### src/rtl/fetch_pc_sequencer_pkg.sv
// ----------------------------------------------------------------------------
// fetch_pc_sequencer_pkg
//
// Shared definitions for the instruction-fetch sequencer and its helpers.
//
// Contents:
//   INSTR_W        width of an instruction word and of every address
//   JIDX_W         width of the j/jal instruction-index field
//   NOP            instruction word used to clear the decode buffer
//   fetch_state_e  sequencer states (IDLE / FETCH / HOLD)
//   redirect_src_e which redirect source won arbitration in a cycle
//   word_align     force bits [1:0] of an address to zero
//   is_misaligned  true when bits [1:0] of an address are non-zero
// ----------------------------------------------------------------------------
package fetch_pc_sequencer_pkg;

    localparam int INSTR_W = 32;
    localparam int JIDX_W  = 26;

    localparam logic [INSTR_W-1:0] NOP = 32'h0000_0000;

    typedef enum logic [1:0] {
        ST_IDLE  = 2'd0,
        ST_FETCH = 2'd1,
        ST_HOLD  = 2'd2
    } fetch_state_e;

    typedef enum logic [1:0] {
        REDIR_NONE   = 2'd0,
        REDIR_BRANCH = 2'd1,
        REDIR_JR     = 2'd2,
        REDIR_JUMP   = 2'd3
    } redirect_src_e;

    // Instruction memory is word addressed in practice, so every PC the
    // sequencer produces has its two low bits cleared.
    function automatic logic [INSTR_W-1:0] word_align(input logic [INSTR_W-1:0] addr);
        return {addr[INSTR_W-1:2], 2'b00};
    endfunction

    // A redirect target with non-zero low bits is still followed (after
    // alignment) but is reported so software can trap on it.
    function automatic logic is_misaligned(input logic [INSTR_W-1:0] addr);
        return |addr[1:0];
    endfunction

endpackage

### src/rtl/fetch_pc_sequencer_jump_target_gen.sv
// ----------------------------------------------------------------------------
// jump_target_gen
//
// Combinational j/jal target formation. The target keeps the top nibble of
// the jump's own pc_plus_4 and replaces the rest with the instruction index
// shifted left by two. Kept as its own module because the decode-side link
// logic builds the same address.
//
// Ports:
//   pc_plus_4_i  in  32  pc_plus_4 of the jump instruction
//   index_i      in  26  instruction-index field of the jump
//   target_o     out 32  {pc_plus_4_i[31:28], index_i, 2'b00}
// ----------------------------------------------------------------------------
module jump_target_gen
    import fetch_pc_sequencer_pkg::*;
(
    input  logic [INSTR_W-1:0] pc_plus_4_i,
    input  logic [JIDX_W-1:0]  index_i,
    output logic [INSTR_W-1:0] target_o
);

    // Only the region nibble of pc_plus_4 matters; the low bits are
    // reduced into a deliberately unused net so the full word can still be
    // passed in without width juggling at every call site.
    logic unused_pc_low_bits;
    assign unused_pc_low_bits = ^pc_plus_4_i[INSTR_W-5:0];

    // The jump region is the 256 MB segment of the instruction after the
    // jump, hence pc_plus_4 rather than the jump's own PC.
    always_comb begin
        target_o = {pc_plus_4_i[INSTR_W-1:INSTR_W-4], index_i, 2'b00};
    end

endmodule

### src/rtl/fetch_pc_sequencer.sv
// ----------------------------------------------------------------------------
// fetch_pc_sequencer
//
// Instruction-fetch sequencer for the MIPS core. Owns the program counter,
// drives the instruction-memory request/ready handshake, holds one fetched
// instruction for decode, and redirects the PC on taken branches, jr and
// j/jal.
//
// Parameters:
//   RESET_PC          PC loaded on reset (word aligned)
//
// Ports:
//   clk               in   1   clock, all state changes on the rising edge
//   reset             in   1   synchronous active-high reset
//   imem_req          out  1   fetch request
//   imem_addr         out  32  fetch address (always the current PC)
//   imem_ready        in   1   imem_rdata valid this cycle (only with imem_req)
//   imem_rdata        in   32  fetched instruction word
//   if_valid          out  1   decode buffer holds an instruction
//   if_instr          out  32  buffered instruction
//   if_pc_plus_4      out  32  address of the buffered instruction + 4
//   id_ready          in   1   decode takes the buffer this cycle
//   ex_branch_taken   in   1   taken branch resolved in EX
//   ex_branch_target  in   32  branch target
//   id_jr             in   1   jr decoded
//   id_jr_target      in   32  register value for jr
//   id_jump           in   1   j/jal decoded
//   id_jump_index     in   26  instruction-index field
//   id_pc_plus_4      in   32  pc_plus_4 of the jump instruction
//   addr_err          out  1   one-cycle pulse: redirect target misaligned
// ----------------------------------------------------------------------------
module fetch_pc_sequencer
    import fetch_pc_sequencer_pkg::*;
#(
    parameter logic [31:0] RESET_PC = 32'h0000_0000
)
(
    input  logic                clk,
    input  logic                reset,

    output logic                imem_req,
    output logic [INSTR_W-1:0]  imem_addr,
    input  logic                imem_ready,
    input  logic [INSTR_W-1:0]  imem_rdata,

    output logic                if_valid,
    output logic [INSTR_W-1:0]  if_instr,
    output logic [INSTR_W-1:0]  if_pc_plus_4,
    input  logic                id_ready,

    input  logic                ex_branch_taken,
    input  logic [INSTR_W-1:0]  ex_branch_target,
    input  logic                id_jr,
    input  logic [INSTR_W-1:0]  id_jr_target,
    input  logic                id_jump,
    input  logic [JIDX_W-1:0]   id_jump_index,
    input  logic [INSTR_W-1:0]  id_pc_plus_4,

    output logic                addr_err
);

    localparam logic [1:0] S_IDLE  = ST_IDLE;
    localparam logic [1:0] S_FETCH = ST_FETCH;
    localparam logic [1:0] S_HOLD  = ST_HOLD;

    logic [1:0]         state_q, state_d;
    logic [INSTR_W-1:0] pc_q, pc_d;
    logic               valid_q, valid_d;
    logic [INSTR_W-1:0] instr_q, instr_d;
    logic [INSTR_W-1:0] ppc4_q, ppc4_d;
    logic               addr_err_q, addr_err_d;

    logic [INSTR_W-1:0] jump_target;
    logic [INSTR_W-1:0] pc_plus_4;
    logic [1:0]         redirect_src;
    logic               redirect_valid;
    logic [INSTR_W-1:0] redirect_target;
    logic               fetch_accept;

    jump_target_gen u_jump_target_gen (
        .pc_plus_4_i (id_pc_plus_4),
        .index_i     (id_jump_index),
        .target_o    (jump_target)
    );

    assign pc_plus_4 = pc_q + 32'd4;

    // Redirect arbitration. EX holds the older instruction, so a taken
    // branch beats anything decode reports; between the two decode-side
    // sources jr wins over j/jal. The winning source also selects the raw
    // (possibly misaligned) target, which is checked and aligned later.
    always_comb begin
        redirect_src    = REDIR_NONE;
        redirect_target = RESET_PC;
        if (ex_branch_taken) begin
            redirect_src    = REDIR_BRANCH;
            redirect_target = ex_branch_target;
        end else if (id_jr) begin
            redirect_src    = REDIR_JR;
            redirect_target = id_jr_target;
        end else if (id_jump) begin
            redirect_src    = REDIR_JUMP;
            redirect_target = jump_target;
        end
        redirect_valid = (redirect_src != REDIR_NONE);
    end

    // The request is only offered in FETCH and only when a returning word
    // has somewhere to go: either the buffer is empty or decode is taking
    // it in the same cycle. This keeps an unconsumed instruction from ever
    // being overwritten, at the cost of a combinational path from id_ready.
    always_comb begin
        imem_req     = (state_q == S_FETCH) && (!valid_q || id_ready);
        fetch_accept = imem_req && imem_ready;
    end

    // Next-state logic. A redirect outside IDLE overrides everything else:
    // the PC jumps to the aligned target, the buffer is flushed even if
    // decode is asserting id_ready (that instruction is on the wrong path),
    // and any word returning this cycle is dropped. Without a redirect,
    // FETCH either refills the buffer, parks in HOLD because decode is
    // stalled, or just lets decode drain the buffer; HOLD waits for decode.
    always_comb begin
        state_d    = state_q;
        pc_d       = pc_q;
        valid_d    = valid_q;
        instr_d    = instr_q;
        ppc4_d     = ppc4_q;
        addr_err_d = 1'b0;

        if ((state_q == S_FETCH || state_q == S_HOLD) && redirect_valid) begin
            state_d    = S_FETCH;
            pc_d       = word_align(redirect_target);
            valid_d    = 1'b0;
            addr_err_d = is_misaligned(redirect_target);
        end else begin
            case (state_q)
                S_IDLE: begin
                    state_d = S_FETCH;
                end
                S_FETCH: begin
                    if (valid_q && !id_ready) begin
                        state_d = S_HOLD;
                    end else if (fetch_accept) begin
                        instr_d = imem_rdata;
                        ppc4_d  = pc_plus_4;
                        pc_d    = pc_plus_4;
                        valid_d = 1'b1;
                        state_d = id_ready ? S_FETCH : S_HOLD;
                    end else if (valid_q && id_ready) begin
                        valid_d = 1'b0;
                    end
                end
                S_HOLD: begin
                    if (id_ready) begin
                        valid_d = 1'b0;
                        state_d = S_FETCH;
                    end
                end
                default: begin
                    state_d = S_IDLE;
                end
            endcase
        end
    end

    // State registers. Reset is synchronous and wins over everything,
    // including any redirect or memory response presented during reset,
    // so an outstanding request is simply abandoned and the buffer dropped.
    always_ff @(posedge clk) begin
        if (reset) begin
            state_q    <= S_IDLE;
            pc_q       <= RESET_PC;
            valid_q    <= 1'b0;
            instr_q    <= NOP;
            ppc4_q     <= '0;
            addr_err_q <= 1'b0;
        end else begin
            state_q    <= state_d;
            pc_q       <= pc_d;
            valid_q    <= valid_d;
            instr_q    <= instr_d;
            ppc4_q     <= ppc4_d;
            addr_err_q <= addr_err_d;
        end
    end

    // Outputs are straight register views so downstream stages see
    // glitch-free values for the whole cycle.
    always_comb begin
        imem_addr    = pc_q;
        if_valid     = valid_q;
        if_instr     = instr_q;
        if_pc_plus_4 = ppc4_q;
        addr_err     = addr_err_q;
    end

endmodule

### config.mk
export PLATFORM = sky130hd
export DESIGN_NAME = fetch_pc_sequencer
export DESIGN_NICKNAME = d
export VERILOG_FILES = /design/src/rtl/fetch_pc_sequencer_pkg.sv /design/src/rtl/fetch_pc_sequencer_jump_target_gen.sv /design/src/rtl/fetch_pc_sequencer.sv
export SDC_FILE = /design/constraint.sdc
export NUM_CORES = 1
export LEC_CHECK = 0
export ABC_AREA = 1
export ABC_CLOCK_PERIOD_IN_PS = 1750
export BUFFER_PORTS_ARGS = -buffer_cell sky130_fd_sc_hd__buf_4
export CORE_UTILIZATION = 46
export CTS_CLUSTER_DIAMETER = 30
export CTS_CLUSTER_SIZE = 40
export DETAILED_ROUTE_END_ITERATION = 12
export HOLD_SLACK_MARGIN = 0.1
export PLACE_DENSITY_LB_ADDON = 0.25
export SLEW_MARGIN = 30
export SYNTH_ARGS = -nofsm -noshare
export SYNTH_HDL_FRONTEND = slang
export SYNTH_SLANG_ARGS = --single-unit
### constraint.sdc
create_clock -name clk -period 1.75 [get_ports clk]
set_input_delay 0.35 -clock clk [delete_from_list [all_inputs] [get_ports clk]]
set_output_delay 0.35 -clock clk [all_outputs]
set_load 0.03 [all_outputs]
### Yosys cells after proc, flatten, opt, wreduce, memory -nomap -nowiden

Cells that the tools add are included.
Widths: inputs -> output; s select.

* bits of input ports: 161
* register bits after elaboration: 100

* reductions and logical operators: 23
* equal/unequal tests: 9
* muxes and demuxes: 21
* bitwise gates (word level): 2
* add/sub/neg operators: 1

Operators by type and width (count)
* $mux 32: 7
* $add 32x3->32 const B: 1
* $mux 2: 7
* $ne 3x2->1 const B: 3
* $reduce_and 4->1: 2
* $reduce_bool 2->1: 4
* $ne 2x2->1 const B: 3
* $pmux 2 s3: 1
* $reduce_and 3->1: 2
* $reduce_or 2->1: 3
* $logic_and 1x1->1: 5
* $mux 1: 5
* $ne 4x2->1 const B: 1
* $reduce_and 2->1: 2
* $eq 2x1->1 const B: 1
* $eq 2x2->1 const B: 1
* $logic_not 1->1: 2
* $logic_not 2->1: 1
* $logic_or 1x1->1: 2
* $not 1->1: 2
* $pmux 1 s2: 1

### Logic depth before layout (Yosys ltp)

* word-level depth: 8
* mapped depth: 11

### Hierarchy

From an unflattened synthesis, not the netlist that was laid out.

* cells, all modules: 875
* area, all modules: 5575.3 µm²

By module, submodules not included
* fetch_pc_sequencer: times used 1, sequential area each 1921.8 µm², area each 5331.4 µm², cells each 842
* jump_target_gen: times used 1, sequential area each 0.0 µm², area each 244.0 µm², cells each 33

### Worst setup path before layout

OpenSTA, ideal clock, no wires.

* kind: register to register
* from: register pc_q[2], in the netlist imem_addr[2]
* to: register ppc4_q[30], in the netlist if_pc_plus_4[30]
* cell stages (with the launch flop): 11
* slack: 29 ps
* data required time: 1635 ps
* data arrival time: 1606 ps
* clock period less this slack: 1721 ps
* cells stage by stage: dfxtp_1 > ha_1 > nand2_1 > nor2_2 > nand2_2 > nor2_4 > nand2_1 > nand2_1 > nand2_1 > o21ai_0 > inv_1

* word-level cells in the longest chain between the ends: 1

Ends and longest elaborated chain
* start: declaration: line fetch_pc_sequencer.sv:67 `logic [INSTR_W-1:0] pc_q, pc_d;`
* start signal: assignment: line fetch_pc_sequencer.sv:180 `pc_q <= pc_d;`
* $add 32x3->32: line fetch_pc_sequencer.sv:86 `assign pc_plus_4 = pc_q + 32'd4;`
* end signal: assignment: line fetch_pc_sequencer.sv:183 `ppc4_q <= ppc4_d;`
* end: declaration: line fetch_pc_sequencer.sv:70 `logic [INSTR_W-1:0] ppc4_q, ppc4_d;`

Every way passes these cells.
A chain may end at the register's enable or synchronous reset.

### Worst setup path in the final report

* from: register pc_q[17], in the netlist imem_addr[17]
* to: register ppc4_q[29], in the netlist if_pc_plus_4[29]

The elaborated chain is that of the path after synthesis.

==> run summary <==
run status -> complete, but fails checks
violations in the final reports -> DRC
total half-perimeter wirelength after legalization and detailed placement -> 12400 um
number of sinks handled by clock tree synthesis -> 96
average wire length per cell after detail routing -> 14.4 um
Post-synth EDFFs -> 0
proportion of layout cells with a drive suffix above 1 -> 32.0%
endpoint of the most critical register-to-register path -> if_pc_plus_4[29]
Hold Path Class -> in -> reg
number of global-route vias before repair -> 5597
number of cells after detailed placement -> 1155
measured slew at the worst slew-check pin -> 565 ps
count of boundary I/O pins -> 260
post-route worst hold slack -> 204 ps
leakage power -> 3.50 nW
endpoint with the worst hold slack -> if_instr[26]
clock edge transition at the registers on the reported setup and hold paths -> 110 ps
maxcap violations -> 0
Worst IR Drop VDD -> 0.735 mV
finished layout cell area -> 7510 um^2
Final Max Slew Viols -> 0
R2R Path Start -> imem_addr[17]
number of buffers created by CTS -> 9
remaining number of nets flagged by the antenna check after routing -> 0
Placement Cell Area -> 7100 um^2
Diodes inserted -> 0
distinct cell type count after synthesis -> 34
final standard cell count with taps included and fillers excluded -> 1174
wire length of the first global-routing pass -> 26500 um
vias per cell -> 5.13
count of routing violations after the opening detailed-route iteration -> 609
sequential area share after synthesis -> 37.8%
cell count of the worst hold path -> 3
post-layout minimum cycle time -> 1690 ps
sort of element at the end of the critical path -> flop
Worst R2R Path Depth -> 9
aggregate global-route resource usage -> 29.2%
Area Overhead vs Synth -> 47.7%
First-pass DRT Iterations -> 9
final critical-path share of the clock period -> 96.6%
startpoint type of the worst setup path -> flop
DRC violations left -> 1
Total Neg Setup Slack -> 0 ps
final cell utilization of the core -> 69.6%
number of setup violations in the final report -> 0
average footprint of a synthesized cell -> 6.41 um^2
Total Die Area -> 11500 um^2
class of the most critical setup path -> reg -> reg
flop-to-flop setup slack -> 60 ps
total congestion overflow after global routing -> 0
antenna violations before repair -> 0
dpl ws -> 13.2 ps
row count -> 38
async set-reset flop share out of synthesis -> 0%
Top FF cell, synth -> sky130_fd_sc_hd__dfxtp_1
number of flip-flops and latches in the synthesized netlist -> 96
highest clock frequency the design can meet -> 591 MHz
vertical extent of the die -> 107 um
total via count after detailed routing -> 6027
Yosys warning total -> 0
input/output buffers -> 227
least setup slack across all paths after layout -> 59.3 ps
Die W -> 107 um
clock tree root driver cell -> sky130_fd_sc_hd__clkbuf_8
Clock Skew -> 17.6 ps
CP max FO -> 6
Slew Limit Headroom -> 62.3%
worst endpoint required time -> 2030 ps
TritonCTS clock tree -> done
Clock Tree Buf Depth -> 2
clk_lat worst skew -> 390 ps
overall power after layout -> 10.6 mW
Initial Utilization -> 47.1%
start point of the worst min-delay path -> imem_rdata[26]
arrival time of data at the critical path endpoint -> 1970 ps
maximum number of pins on one net before global-route repair -> 53
global placer's final weighted congestion -> 0.940
cells after synthesis -> 793
netlist area before placement -> 5080 um^2
number of nets in the layout -> 1196
Power Density -> 1420 nW/um^2
number of hold violations in the final report -> 0
total wire length after detailed routing -> 16900 um
number of H-tree levels -> 3
core outline area -> 10800 um^2
[sequential cells by signal, summed over array words and instances (netlist names)]
register and flops:
addr_err 1, state_q 2, if_instr 32, if_valid 1, if_pc_plus_4 30, imem_addr 30
[cells by family (layout without fill, tap and decap cells)]
family | Yosys count | in the layout | share of synthesized area [%]
simple gates | 420 | 420 | 33.8
compound gates | 165 | 165 | 17.2
buf+inv | 98 | 336 | 8.54
flops | 96 | 96 | 37.8
xor+xnor | 7 | 7 | 1.21
fa+ha+maj | 6 | 6 | 1.48
other cells | 1 | 4 | 0.0737
[critical path: stages, from the launching register on]
cell and delay (ps):
sky130_fd_sc_hd__dfxtp_1 470, sky130_fd_sc_hd__nand2_1 180, sky130_fd_sc_hd__nor2_2 220, sky130_fd_sc_hd__nand2_1 90, sky130_fd_sc_hd__nor2_1 210, sky130_fd_sc_hd__nand2_1 80
sky130_fd_sc_hd__nand2_1 60, sky130_fd_sc_hd__nand2_1 90, sky130_fd_sc_hd__o21ai_0 150, sky130_fd_sc_hd__inv_1 50
[area by class of cell]
cell class	count	area, um^2
fillers	951	3280
multi-input cells	602	2860
repair buffers	265	2140
flip-flops and latches	96	1930
inverters	55	211
well taps	140	175
clock buffers	9	124
clock inverters	7	75.1
[cells in the final DEF, fill, tap and decap left out, drive strengths merged, types with 4 or more instances in the layout]
cell type,count
inv,58
nand3,34
ha,6
conb,4
xor2,4
buf,263
nor3,25
dfxtp,96
o21ai,45
clkbuf,10
o211ai,7
a21oi,102
nor2,146
nand2,208
[synthesized netlist by cell type, types with 3 or more instances]
master | count | share of area, %
sky130_fd_sc_hd__a211oi_1 | 3 | 0.44
sky130_fd_sc_hd__a21oi_1 | 101 | 9.9
sky130_fd_sc_hd__a31oi_1 | 3 | 0.37
sky130_fd_sc_hd__buf_2 | 5 | 0.49
sky130_fd_sc_hd__buf_4 | 6 | 0.89
sky130_fd_sc_hd__buf_6 | 5 | 1.1
sky130_fd_sc_hd__clkbuf_1 | 25 | 1.8
sky130_fd_sc_hd__dfxtp_1 | 96 | 38
sky130_fd_sc_hd__ha_1 | 6 | 1.5
sky130_fd_sc_hd__inv_1 | 51 | 3.8
sky130_fd_sc_hd__inv_2 | 4 | 0.30
sky130_fd_sc_hd__nand2_1 | 204 | 15
sky130_fd_sc_hd__nand3_1 | 34 | 3.3
sky130_fd_sc_hd__nor2_1 | 137 | 10
sky130_fd_sc_hd__nor2_2 | 8 | 0.98
sky130_fd_sc_hd__nor3_1 | 25 | 2.5
sky130_fd_sc_hd__o211ai_1 | 7 | 1.0
sky130_fd_sc_hd__o21ai_0 | 43 | 4.2
sky130_fd_sc_hd__or2_2 | 3 | 0.37
sky130_fd_sc_hd__xnor2_1 | 3 | 0.52
sky130_fd_sc_hd__xor2_1 | 4 | 0.69
[routing by layer]
metal	wire, um	global-route usage, %	vias up
met5	0	0	-
met4	274	7.83	0
met3	1310	5.53	30
met2	8220	50.8	266
met1	7090	36.6	2699
li1	-	-	3032
[what timing repair did]
action                                 4_1_cts  5_1_grt
cloned                                       1        1
endpoints found under the hold margin        0        0
hold buffers                                 0        0
setup endpoints to repair                    4       89
setup buffers                                0        1
pin swaps                                    0        7
gates resized for setup                      1       43
[worst max-delay path by stage]
stage	cells after the start	start	endpoint	slack (ps)
floorplan	10	imem_addr[2]	if_pc_plus_4[30]	30
finish	9	imem_addr[17]	if_pc_plus_4[29]	60
global placement	11	state_q[1]	imem_addr[5]	50
CTS	11	state_q[1]	imem_addr[4]	4
detailed placement	10	state_q[0]	imem_addr[4]	10
global route	9	imem_addr[17]	if_pc_plus_4[29]	-120
[where the power goes]
part	internal, mW	switching [mW]
Clock	0.563	0.912
Combinational	2.40	3.41
Sequential	2.79	0.564
Total	5.75	4.88
No activity file was read; power rests on OpenSTA's default activity.
